==> config.mk <==
export PLATFORM = sky130hd
export DESIGN_NAME = dbg_cmd_packer
export DESIGN_NICKNAME = d
export VERILOG_FILES = /design/src/rtl/dbg_cmd_packer.sv
export SDC_FILE = /design/constraint.sdc
export NUM_CORES = 1
export LEC_CHECK = 0
export ABC_AREA = 1
export CAP_MARGIN = 10
export CORE_MARGIN = 1.5
export CORE_UTILIZATION = 40
export DETAILED_ROUTE_END_ITERATION = 7
export HOLD_SLACK_MARGIN = 0.02
export PLACE_DENSITY = 0.62
export SLEW_MARGIN = 20
export SYNTH_ARGS = -nofsm -noshare
export SYNTH_HDL_FRONTEND = slang
export SYNTH_SLANG_ARGS = --single-unit
==> constraint.sdc <==
create_clock -name clk_i -period 2.3 [get_ports clk_i]
set_clock_uncertainty 0.15 [all_clocks]
set_input_delay 0.46 -clock clk_i [delete_from_list [all_inputs] [get_ports clk_i]]
set_output_delay 0.46 -clock clk_i [all_outputs]
set_load 0.1 [all_outputs]
==> src/rtl/dbg_cmd_packer.sv <==
// Debug-bridge command packer: host word requests -> UART command byte stream.
// Optional trailing XOR checksum byte when DBG_CMD_PACKER_CSUM_EN is defined.
module dbg_cmd_packer #(
    parameter logic [7:0]  CMD_WRITE = 8'h10,
    parameter logic [7:0]  CMD_READ  = 8'h11,
    parameter int unsigned MAX_LEN   = 252
) (
    input  logic        clk_i,
    input  logic        rst_i,
    input  logic        req_valid_i,
    output logic        req_ready_o,
    input  logic        req_write_i,
    input  logic [31:0] req_addr_i,
    input  logic [7:0]  req_len_i,
    input  logic        wdata_valid_i,
    input  logic [31:0] wdata_i,
    output logic        wdata_ready_o,
    output logic [7:0]  tx_data_o,
    output logic        tx_valid_o,
    input  logic        tx_accept_i,
    output logic        busy_o,
    output logic        frame_done_o
);

    localparam logic [7:0] LP_MAX = 8'(MAX_LEN);

    typedef enum logic [2:0] {
        S_IDLE,
        S_CMD,
        S_LEN,
        S_ADDR,
        S_DWAIT,
        S_DATA,
        S_CSUM,
        S_END
    } state_t;

    state_t      r_state;
    logic [7:0]  r_len;
    logic [31:0] r_addr;
    logic        r_write;
    logic [7:0]  r_rem;
    logic [1:0]  r_bidx;
    logic [31:0] r_word;
    logic [7:0]  r_tx_data;
    logic        r_tx_valid;

    state_t      w_state_d;
    logic [7:0]  w_len_d;
    logic [31:0] w_addr_d;
    logic        w_write_d;
    logic [7:0]  w_rem_d;
    logic [1:0]  w_bidx_d;
    logic [31:0] w_word_d;
    logic [7:0]  w_tx_data_d;
    logic        w_tx_valid_d;

    logic        w_fire;
    logic [7:0]  w_len_cl;
    logic [1:0]  w_bidx_inc;
    logic [7:0]  w_addr_nb;
    logic [7:0]  w_word_nb;
    logic        w_req_ready;
    logic        w_wdata_ready;
    logic        w_done;

`ifdef DBG_CMD_PACKER_CSUM_EN
    logic [7:0]  r_csum;
    logic [7:0]  w_csum_d;
`endif

    assign w_fire     = r_tx_valid & tx_accept_i;
    assign w_len_cl   = (req_len_i > LP_MAX) ? LP_MAX : req_len_i;
    assign w_bidx_inc = r_bidx + 2'd1;
    // Address goes out MSB first, data words LSB first.
    assign w_addr_nb  = r_addr[{~w_bidx_inc, 3'b000} +: 8];
    assign w_word_nb  = r_word[{w_bidx_inc, 3'b000} +: 8];

    always_comb begin
        w_state_d     = r_state;
        w_len_d       = r_len;
        w_addr_d      = r_addr;
        w_write_d     = r_write;
        w_rem_d       = r_rem;
        w_bidx_d      = r_bidx;
        w_word_d      = r_word;
        w_tx_data_d   = r_tx_data;
        w_tx_valid_d  = r_tx_valid;
        w_req_ready   = 1'b0;
        w_wdata_ready = 1'b0;
        w_done        = 1'b0;
`ifdef DBG_CMD_PACKER_CSUM_EN
        w_csum_d = r_csum;
        if (w_fire && r_state != S_CSUM)
            w_csum_d = r_csum ^ r_tx_data;
`endif
        unique case (r_state)
            S_IDLE, S_END: begin
                w_req_ready = 1'b1;
                w_done      = (r_state == S_END);
                w_state_d   = S_IDLE;
                if (req_valid_i) begin
                    w_len_d      = w_len_cl;
                    w_addr_d     = req_addr_i;
                    w_write_d    = req_write_i;
                    w_rem_d      = w_len_cl;
                    w_tx_data_d  = req_write_i ? CMD_WRITE : CMD_READ;
                    w_tx_valid_d = 1'b1;
                    w_state_d    = S_CMD;
`ifdef DBG_CMD_PACKER_CSUM_EN
                    w_csum_d     = 8'h00;
`endif
                end
            end
            S_CMD: begin
                if (w_fire) begin
                    w_tx_data_d = r_len;
                    w_state_d   = S_LEN;
                end
            end
            S_LEN: begin
                if (w_fire) begin
                    w_tx_data_d = r_addr[31:24];
                    w_bidx_d    = 2'd0;
                    w_state_d   = S_ADDR;
                end
            end
            S_ADDR: begin
                if (w_fire) begin
                    w_bidx_d = w_bidx_inc;
                    if (r_bidx != 2'd3) begin
                        w_tx_data_d = w_addr_nb;
                    end else if (r_write && r_rem != 8'd0) begin
                        w_tx_valid_d = 1'b0;
                        w_state_d    = S_DWAIT;
                    end else begin
`ifdef DBG_CMD_PACKER_CSUM_EN
                        w_tx_data_d  = w_csum_d;
                        w_state_d    = S_CSUM;
`else
                        w_tx_valid_d = 1'b0;
                        w_state_d    = S_END;
`endif
                    end
                end
            end
            S_DWAIT: begin
                w_wdata_ready = 1'b1;
                if (wdata_valid_i) begin
                    w_word_d     = wdata_i;
                    w_bidx_d     = 2'd0;
                    w_tx_data_d  = wdata_i[7:0];
                    w_tx_valid_d = 1'b1;
                    w_state_d    = S_DATA;
                end
            end
            S_DATA: begin
                if (w_fire) begin
                    w_rem_d  = r_rem - 8'd1;
                    w_bidx_d = w_bidx_inc;
                    // Last byte may sit mid-word; the upper bytes are dropped.
                    if (r_rem == 8'd1) begin
`ifdef DBG_CMD_PACKER_CSUM_EN
                        w_tx_data_d  = w_csum_d;
                        w_state_d    = S_CSUM;
`else
                        w_tx_valid_d = 1'b0;
                        w_state_d    = S_END;
`endif
                    end else if (r_bidx == 2'd3) begin
                        w_tx_valid_d = 1'b0;
                        w_state_d    = S_DWAIT;
                    end else begin
                        w_tx_data_d = w_word_nb;
                    end
                end
            end
`ifdef DBG_CMD_PACKER_CSUM_EN
            S_CSUM: begin
                if (w_fire) begin
                    w_tx_valid_d = 1'b0;
                    w_state_d    = S_END;
                end
            end
`endif
            default: begin
                w_tx_valid_d = 1'b0;
                w_state_d    = S_IDLE;
            end
        endcase
    end

    always_ff @(posedge clk_i or negedge rst_i) begin
        if (!rst_i) begin
            r_state    <= S_IDLE;
            r_len      <= 8'h00;
            r_addr     <= 32'h0;
            r_write    <= 1'b0;
            r_rem      <= 8'h00;
            r_bidx     <= 2'd0;
            r_word     <= 32'h0;
            r_tx_data  <= 8'h00;
            r_tx_valid <= 1'b0;
        end else begin
            r_state    <= w_state_d;
            r_len      <= w_len_d;
            r_addr     <= w_addr_d;
            r_write    <= w_write_d;
            r_rem      <= w_rem_d;
            r_bidx     <= w_bidx_d;
            r_word     <= w_word_d;
            r_tx_data  <= w_tx_data_d;
            r_tx_valid <= w_tx_valid_d;
        end
    end

`ifdef DBG_CMD_PACKER_CSUM_EN
    always_ff @(posedge clk_i or negedge rst_i) begin
        if (!rst_i)
            r_csum <= 8'h00;
        else
            r_csum <= w_csum_d;
    end
`endif

    assign req_ready_o   = w_req_ready;
    assign wdata_ready_o = w_wdata_ready;
    assign frame_done_o  = w_done;
    assign busy_o        = (r_state != S_IDLE);
    assign tx_data_o     = r_tx_data;
    assign tx_valid_o    = r_tx_valid;

endmodule

==> flow_summary_export.csv, run 1 <==
group,metric,value,unit
setup_path,critPathSlowestCell,"dfrtp_1",
clock_network,h-tree-depth,3,
detailed_routing,met2_length,5.80,mm
setup_path,crit_chain,"nor2_4 -> nand2_4 -> inv_2 -> buf_12",
cells_and_area,final_util,53.4,%
synthesis,synth-xor-area-share,0.353,%
synthesis,synth-seq-cells,95,
synthesis,synth-main-ff-cell,"dfrtp_1",
synthesis,syn_inst,660,
setup_path,crit_path_max_incr_delay,490,ps
cells_and_area,nFillCells,1151,
sta,setup_ws,229,ps
cells_and_area,antennaDiodeCount,0,
cells_and_area,nNetsFinal,828,
setup_path,critical_path.top_delay_family,"flip-flops",
place,place_ws,196,ps
sta,rsz0062_at_grt,"false",
synthesis,ys_top_cells_by_area,"dfrtp_1 (48%), nand2_1 (17%), nor2_1 (5.2%)",
detailed_routing,ant_nets,0,
detailed_routing,wl_per_cell,14.5,microns
synthesis,yosysSeqAreaShare,47.9,%
clock_network,clk_latency,350,ps
global_routing,overflow,0,
synthesis,synth_compound_area_share,10.6,%
pwr,ir_drop,0.000475,V
floorplanning,die-area,0.0131,sq mm
synthesis,synth_fa_ha_area_share,1.01,%
run,drv_cap,0,
place,placedCellCount,902,
cells_and_area,drive_above_1_share,8.92,%
synthesis,muxShareOfSynthArea,1.81,%
place,io_buffers,90,
global_routing,grt_pass1_vias,4395,
sta,whs,326,ps
synthesis,synth_top_family_by_area,"simple AND/OR/NAND/NOR gates",
synthesis,synth_most_common_cell,"nand2_1",
sta,setup_tns,0,ps
synthesis,ys_top_cells_by_count,"nand2_1 (225), dfrtp_1 (95), nor2_1 (69)",
global_routing,grt_usage,21.8,%
clock_network,clk_pin_slew,70,ps
detailed_routing,routed-wl-met3,731,microns
pwr,p_leak,3.20,nW
global_routing,grt_max_degree,57,
clock_network,cts_buffer_depth,2,
synthesis,synth_warnings,0,
global_routing,grt_pass1_wl,22.0,mm
sta,slew_viol_final,0,
place,gp_congestion,0.902,
setup_path,cp.arrival,1460,ps
synthesis,async_reset_ff_share,100,%
sta,worst_slew_pin_slew,509,ps
detailed_routing,drcViolationCount,0,
setup_path,cp-start-kind,"flop",
cells_and_area,area_growth_syn_to_layout,29.7,%
sta,period_needed,2070,ps
detailed_routing,drt_wl_total,13.3,mm
clock_network,tritoncts,"built",
detailed_routing,wl_met1,6.49,mm
worst_hold_path,hold_class,"reg2reg",
sta,relSlewSlack,66.0,%
detailed_routing,avgViaCountPerCell,4.87,
detailed_routing,drt_iter0_drc,299,
floorplanning,die_x,114,microns
clock_network,cts_root_buffer,"clkbuf_16",
sta,min_period_over_period,90.1,%
synthesis,syn_area,0.00497,sq mm
detailed_routing,dr.pass1.iters,7,
setup_path,criticalPathCategory,"reg2out",
floorplanning,row_count,40,
sta,fmax,483,MHz
pwr,power_density,1370,mW/mm^2
setup_path,crit_buf_inv,2,
global_routing,antenna_found_initial,0,
floorplanning,ios,91,
synthesis,syn_area_per_cell,7.53,sq um
synthesis,synth-simple-area-share,29.4,%
status,status,"finished, final reports clean",
synthesis,yosysUniqueCellTypes,31,
detailed_routing,dr_total_vias,4479,
floorplanning,start_util,41.2,%
cells_and_area,final_cells,919,
cells_and_area,fin_area,0.00644,sq mm
synthesis,synth-edff-count,0,
clock_network,cts_made_buffers,9,
synthesis,synth_top_area_cell,"dfrtp_1",
sta,hold_viol_final,0,
clock_network,postCtsSetupRepairBufs,0,
clock_network,cts_sinks,95,
setup_path,path_max_fanout,8,
place,dp_hpwl,9.75,mm
floorplanning,core-area,0.0121,sq mm
pwr,p_total,8.82,mW
floorplanning,die_y,114,microns
synthesis,syn_nets,742,
setup_path,worstPathRequired,1690,ps
synthesis,synth_top_area_share,47.9,%
setup_path,endpoint_kind,"output port",
sta,setup_viol,0,
place,postPlaceCellArea,0.00608,sq mm
detailed_routing,top_layer,"met4",
path summary, 6_finish.rpt:
check	endpoint	startpoint	slack, ps	cells after the start
worst max-delay path	wdata_ready_o	r_state[0]	230	4
worst min-delay path	tx_data_o[1]	tx_data_o[1]	330	2
worst max register to register	tx_data_o[7]	r_bidx[0]	280	9
worst min register to register	tx_data_o[1]	tx_data_o[1]	330	2
max in group asynchronous	r_len[6]	rst_i	840	3
min in group asynchronous	r_word[23]	rst_i	470	2
layout make-up:
class	instances	area, sq um	share of cell area [%]
sequential	95	2380	36.9
multi-input combinational	461	2160	33.5
timing repair buffer	104	1060	16.5
inverter	75	282	4.37
clock buffer	10	239	3.71
tap	168	210	3.26
clock inverter	6	116	1.81
repair_timing:
item,4_1_cts,5_1_grt
hold endpoints to repair,34,0
gates resized for setup,0,0
hold buffers,1,0
worst register-to-register path, cell delays in order (launching register included):
cell and delay (ps):
dfrtp_1 410, ha_1 320, inv_1 250, buf_4 250, o211ai_1 110, nand2_1 90, nand2_1 60, nand3_1 170
nand2_1 70, nand2_1 60
power breakdown:
part	switching (mW)	leakage [nW]	total [mW]	internal, mW
clock	0.678	0.173	1.78	1.10
sequential	0.389	1.15	2.83	2.44
combinational	2.82	1.87	4.22	1.39
cells in the final DEF, fill, tap and decap left out, types with 2 or more instances in the layout:
cell,netlist,routed
buf_4,7,20
nand3_1,38,38
nor3_1,7,7
buf_12,0,7
nor2_4,3,3
a31oi_1,2,2
nor2_1,69,69
mux2_2,7,7
clkbuf_16,0,9
dfrtp_1,95,95
clkdlybuf4s50_1,0,76
nand2_2,2,2
o21ai_1,7,7
a21oi_1,24,24
inv_2,5,5
o21ai_0,39,39
inv_1,68,68
nand2_4,2,3
nand2_1,225,224
clkinv_1,2,2
clkinv_4,0,2
nand4_1,5,5
o211ai_1,19,19
bufinv_16,0,3
ha_1,4,4
per-layer routing:
metal | vias up | global-route usage [%]
met5 | - | 0
met4 | 0 | 7.58
met3 | 22 | 4.45
met2 | 135 | 32.9
met1 | 2073 | 31.1
li1 | 2249 | -
registers in the layout, indices dropped and copies added (netlist names):
signal,count
r_word,32
r_rem,8
r_write,1
r_len,8
r_addr,32
r_bidx,2
tx_valid_o,1
tx_data_o,8
r_state,3
cell families (layout without fill, tap and decap cells):
kind of cell | Yosys count | in the layout
buffers and inverters | 104 | 195
and+or+nand+nor | 354 | 354
xor gates and xnor gates | 2 | 2
muxes | 8 | 8
AOI/OAI and AO/OA | 93 | 93
DFF | 95 | 95
adders and majority gates | 4 | 4
Power figures use the tool's default switching activity.
==> run 2: changes to the inputs <==
CTS_CLUSTER_SIZE = 30   (was not set)
==> results of run 2 <==
Same layout as run 1: the final DEF is identical, and so are final timing and power.
==> run 3: changes to the inputs <==
CTS_CLUSTER_DIAMETER = 80   (was not set)
SETUP_SLACK_MARGIN = 0.4   (was not set)
==> flow_summary_export.csv, run 3 (synthesis results as in run 1) <==
group,metric,value,unit
status,status,"finished, final reports clean",
worst_hold_path,hold_class,"reg2reg",
place,place_ws,196,ps
global_routing,antenna_found_initial,0,
detailed_routing,wl_per_cell,14.7,microns
sta,setup_viol,0,
pwr,ir_drop,0.000568,V
sta,period_needed,1980,ps
setup_path,rr_startpoint,"r_state[1]",
global_routing,grt_pass1_vias,4486,
setup_path,cp.depth,4,
floorplanning,die_x,114,microns
setup_path,crit_top_cell,"nand2_8",
setup_path,path_max_fanout,5,
run,drv_cap,0,
detailed_routing,drt_iter0_drc,247,
sta,fmax,506,MHz
detailed_routing,dr_total_vias,4600,
setup_path,crit_path_max_incr_delay,460,ps
cells_and_area,final_cell_mix,"nand2_1 (221), dfrtp_1 (90), clkdlybuf4s50_1 (76)",
setup_path,critPathSlowestCell,"dfrtp_2",
setup_path,cp.arrival,1370,ps
floorplanning,core-area,0.0121,sq mm
detailed_routing,drcViolationCount,0,
setup_path,crit_buf_inv,1,
cells_and_area,largestRegisters,"r_addr: 32 flops, r_word: 32 flops",
global_routing,overflow,0,
sta,rsz0062_at_grt,"true",
place,gp_congestion,0.896,
setup_path,critical_path.top_delay_family,"flip-flops",
floorplanning,row_count,40,
clock_network,tritoncts,"built",
global_routing,grt_max_degree,57,
clock_network,clk_pin_slew,70,ps
detailed_routing,ant_nets,0,
clock_network,cts_sinks,95,
place,dp_hpwl,9.77,mm
detailed_routing,dr.pass1.iters,5,
detailed_routing,avgViaCountPerCell,4.90,
setup_path,crit_chain,"nor2_4 -> nand2_8 -> nand2_8 -> buf_12",
sta,setup_ws,322,ps
global_routing,grt_pass1_wl,22.2,mm
setup_path,cp-start-kind,"flop",
sta,whs,329,ps
detailed_routing,drt_wl_total,13.8,mm
sta,min_period_over_period,86.0,%
global_routing,grt_usage,21.7,%
setup_path,endpoint_kind,"output port",
sta,relSlewSlack,70.5,%
setup_path,rr_worst_depth,7,
setup_path,crit_end,"req_ready_o",
sta,hold_viol_final,0,
sta,worst_slew_pin_slew,443,ps
floorplanning,start_util,41.2,%
setup_path,regToRegSetupSlack,460,ps
cells_and_area,drive_above_1_share,14.0,%
cells_and_area,nFillCells,1168,
pwr,p_leak,3.29,nW
pwr,power_density,1340,mW/mm^2
sta,slew_viol_final,0,
cells_and_area,nNetsFinal,848,
clock_network,clk_latency,350,ps
cells_and_area,final_util,55.6,%
place,io_buffers,90,
setup_path,worstPathRequired,1690,ps
setup_path,r2r-end,"r_word[30]",
clock_network,cts_buffer_depth,2,
setup_path,criticalPathCategory,"reg2out",
clock_network,cts_made_buffers,9,
cells_and_area,antennaDiodeCount,0,
sta,setup_tns,0,ps
clock_network,cts_root_buffer,"clkbuf_16",
setup_path,crit_start,"r_state[1]",
cells_and_area,area_growth_syn_to_layout,35.0,%
floorplanning,die_y,114,microns
floorplanning,die-area,0.0131,sq mm
clock_network,h-tree-depth,3,
cells_and_area,final_common_cell,"nand2_1",
floorplanning,ios,91,
[run 3: worst min path at each step]
stage            startpoint            to  slack [ps]  cells after the start
5_1_grt           r_addr[2]     r_addr[2]         350                      2
3_5_place_dp          rst_i    r_word[17]         280                      1
3_3_place_gp          rst_i    r_word[17]         280                      1
6_report       tx_data_o[3]  tx_data_o[3]         330                      2
2_1_floorplan         rst_i     r_addr[0]          10                      0
4_1_cts        tx_data_o[3]  tx_data_o[3]         330                      2
[run 3: metal layers]
metal / track usage (%) / vias up / part of all wire, %
met2: 33.4 / 139 / 46
met3: 2.81 / 20 / 5.0
met5: 0 / - / 0
met1: 31.3 / 2147 / 47
met4: 8.42 / 0 / 2.3
li1: - / 2294 / -
[run 3: area by class of cell]
| type | instances | area [sq um] | share of cell area [%] |
|---|---|---|---|
| clock buffers | 10 | 239 | 3.56 |
| clock inverters | 6 | 67.6 | 1.01 |
| inverters | 75 | 300 | 4.48 |
| multi-input cells | 461 | 2250 | 33.5 |
| flip-flops and latches | 95 | 2380 | 35.5 |
| well taps | 168 | 210 | 3.13 |
| repair buffers | 124 | 1260 | 18.8 |
[run 3: stage by stage]
step | cells | cell area, sq um | total power [mW]
global placement | 902 | 6100 | 6.99
global route | 939 | 6710 | 9.68
floorplan | 660 | 5000 | 5.87
CTS | 928 | 6510 | 8.77
detailed placement | 902 | 6100 | 7.08
finish | 939 | 6710 | 8.98
[run 3: worst register-to-register path: stages, from the launching register on]
cell	delay, ps
dfrtp_2	460
nor2_4	230
nand2_4	90
clkinv_4	60
buf_4	130
nand2_2	110
buf_12	190
mux2_1	320
[run 3: what timing repair did]
action	in CTS	in global routing
endpoints found under the setup margin	45	42
endpoints found under the hold margin	31	0
resized for setup	11	21
buffers inserted	9	9
gates cloned	0	2
hold buffers	1	0
pin swaps	4	5
[run 3: power breakdown]
group	internal, mW	leakage [nW]	switching [mW]
registers	2.45	1.14	0.393
clock network	0.876	0.145	0.659
logic	1.65	2.00	2.95
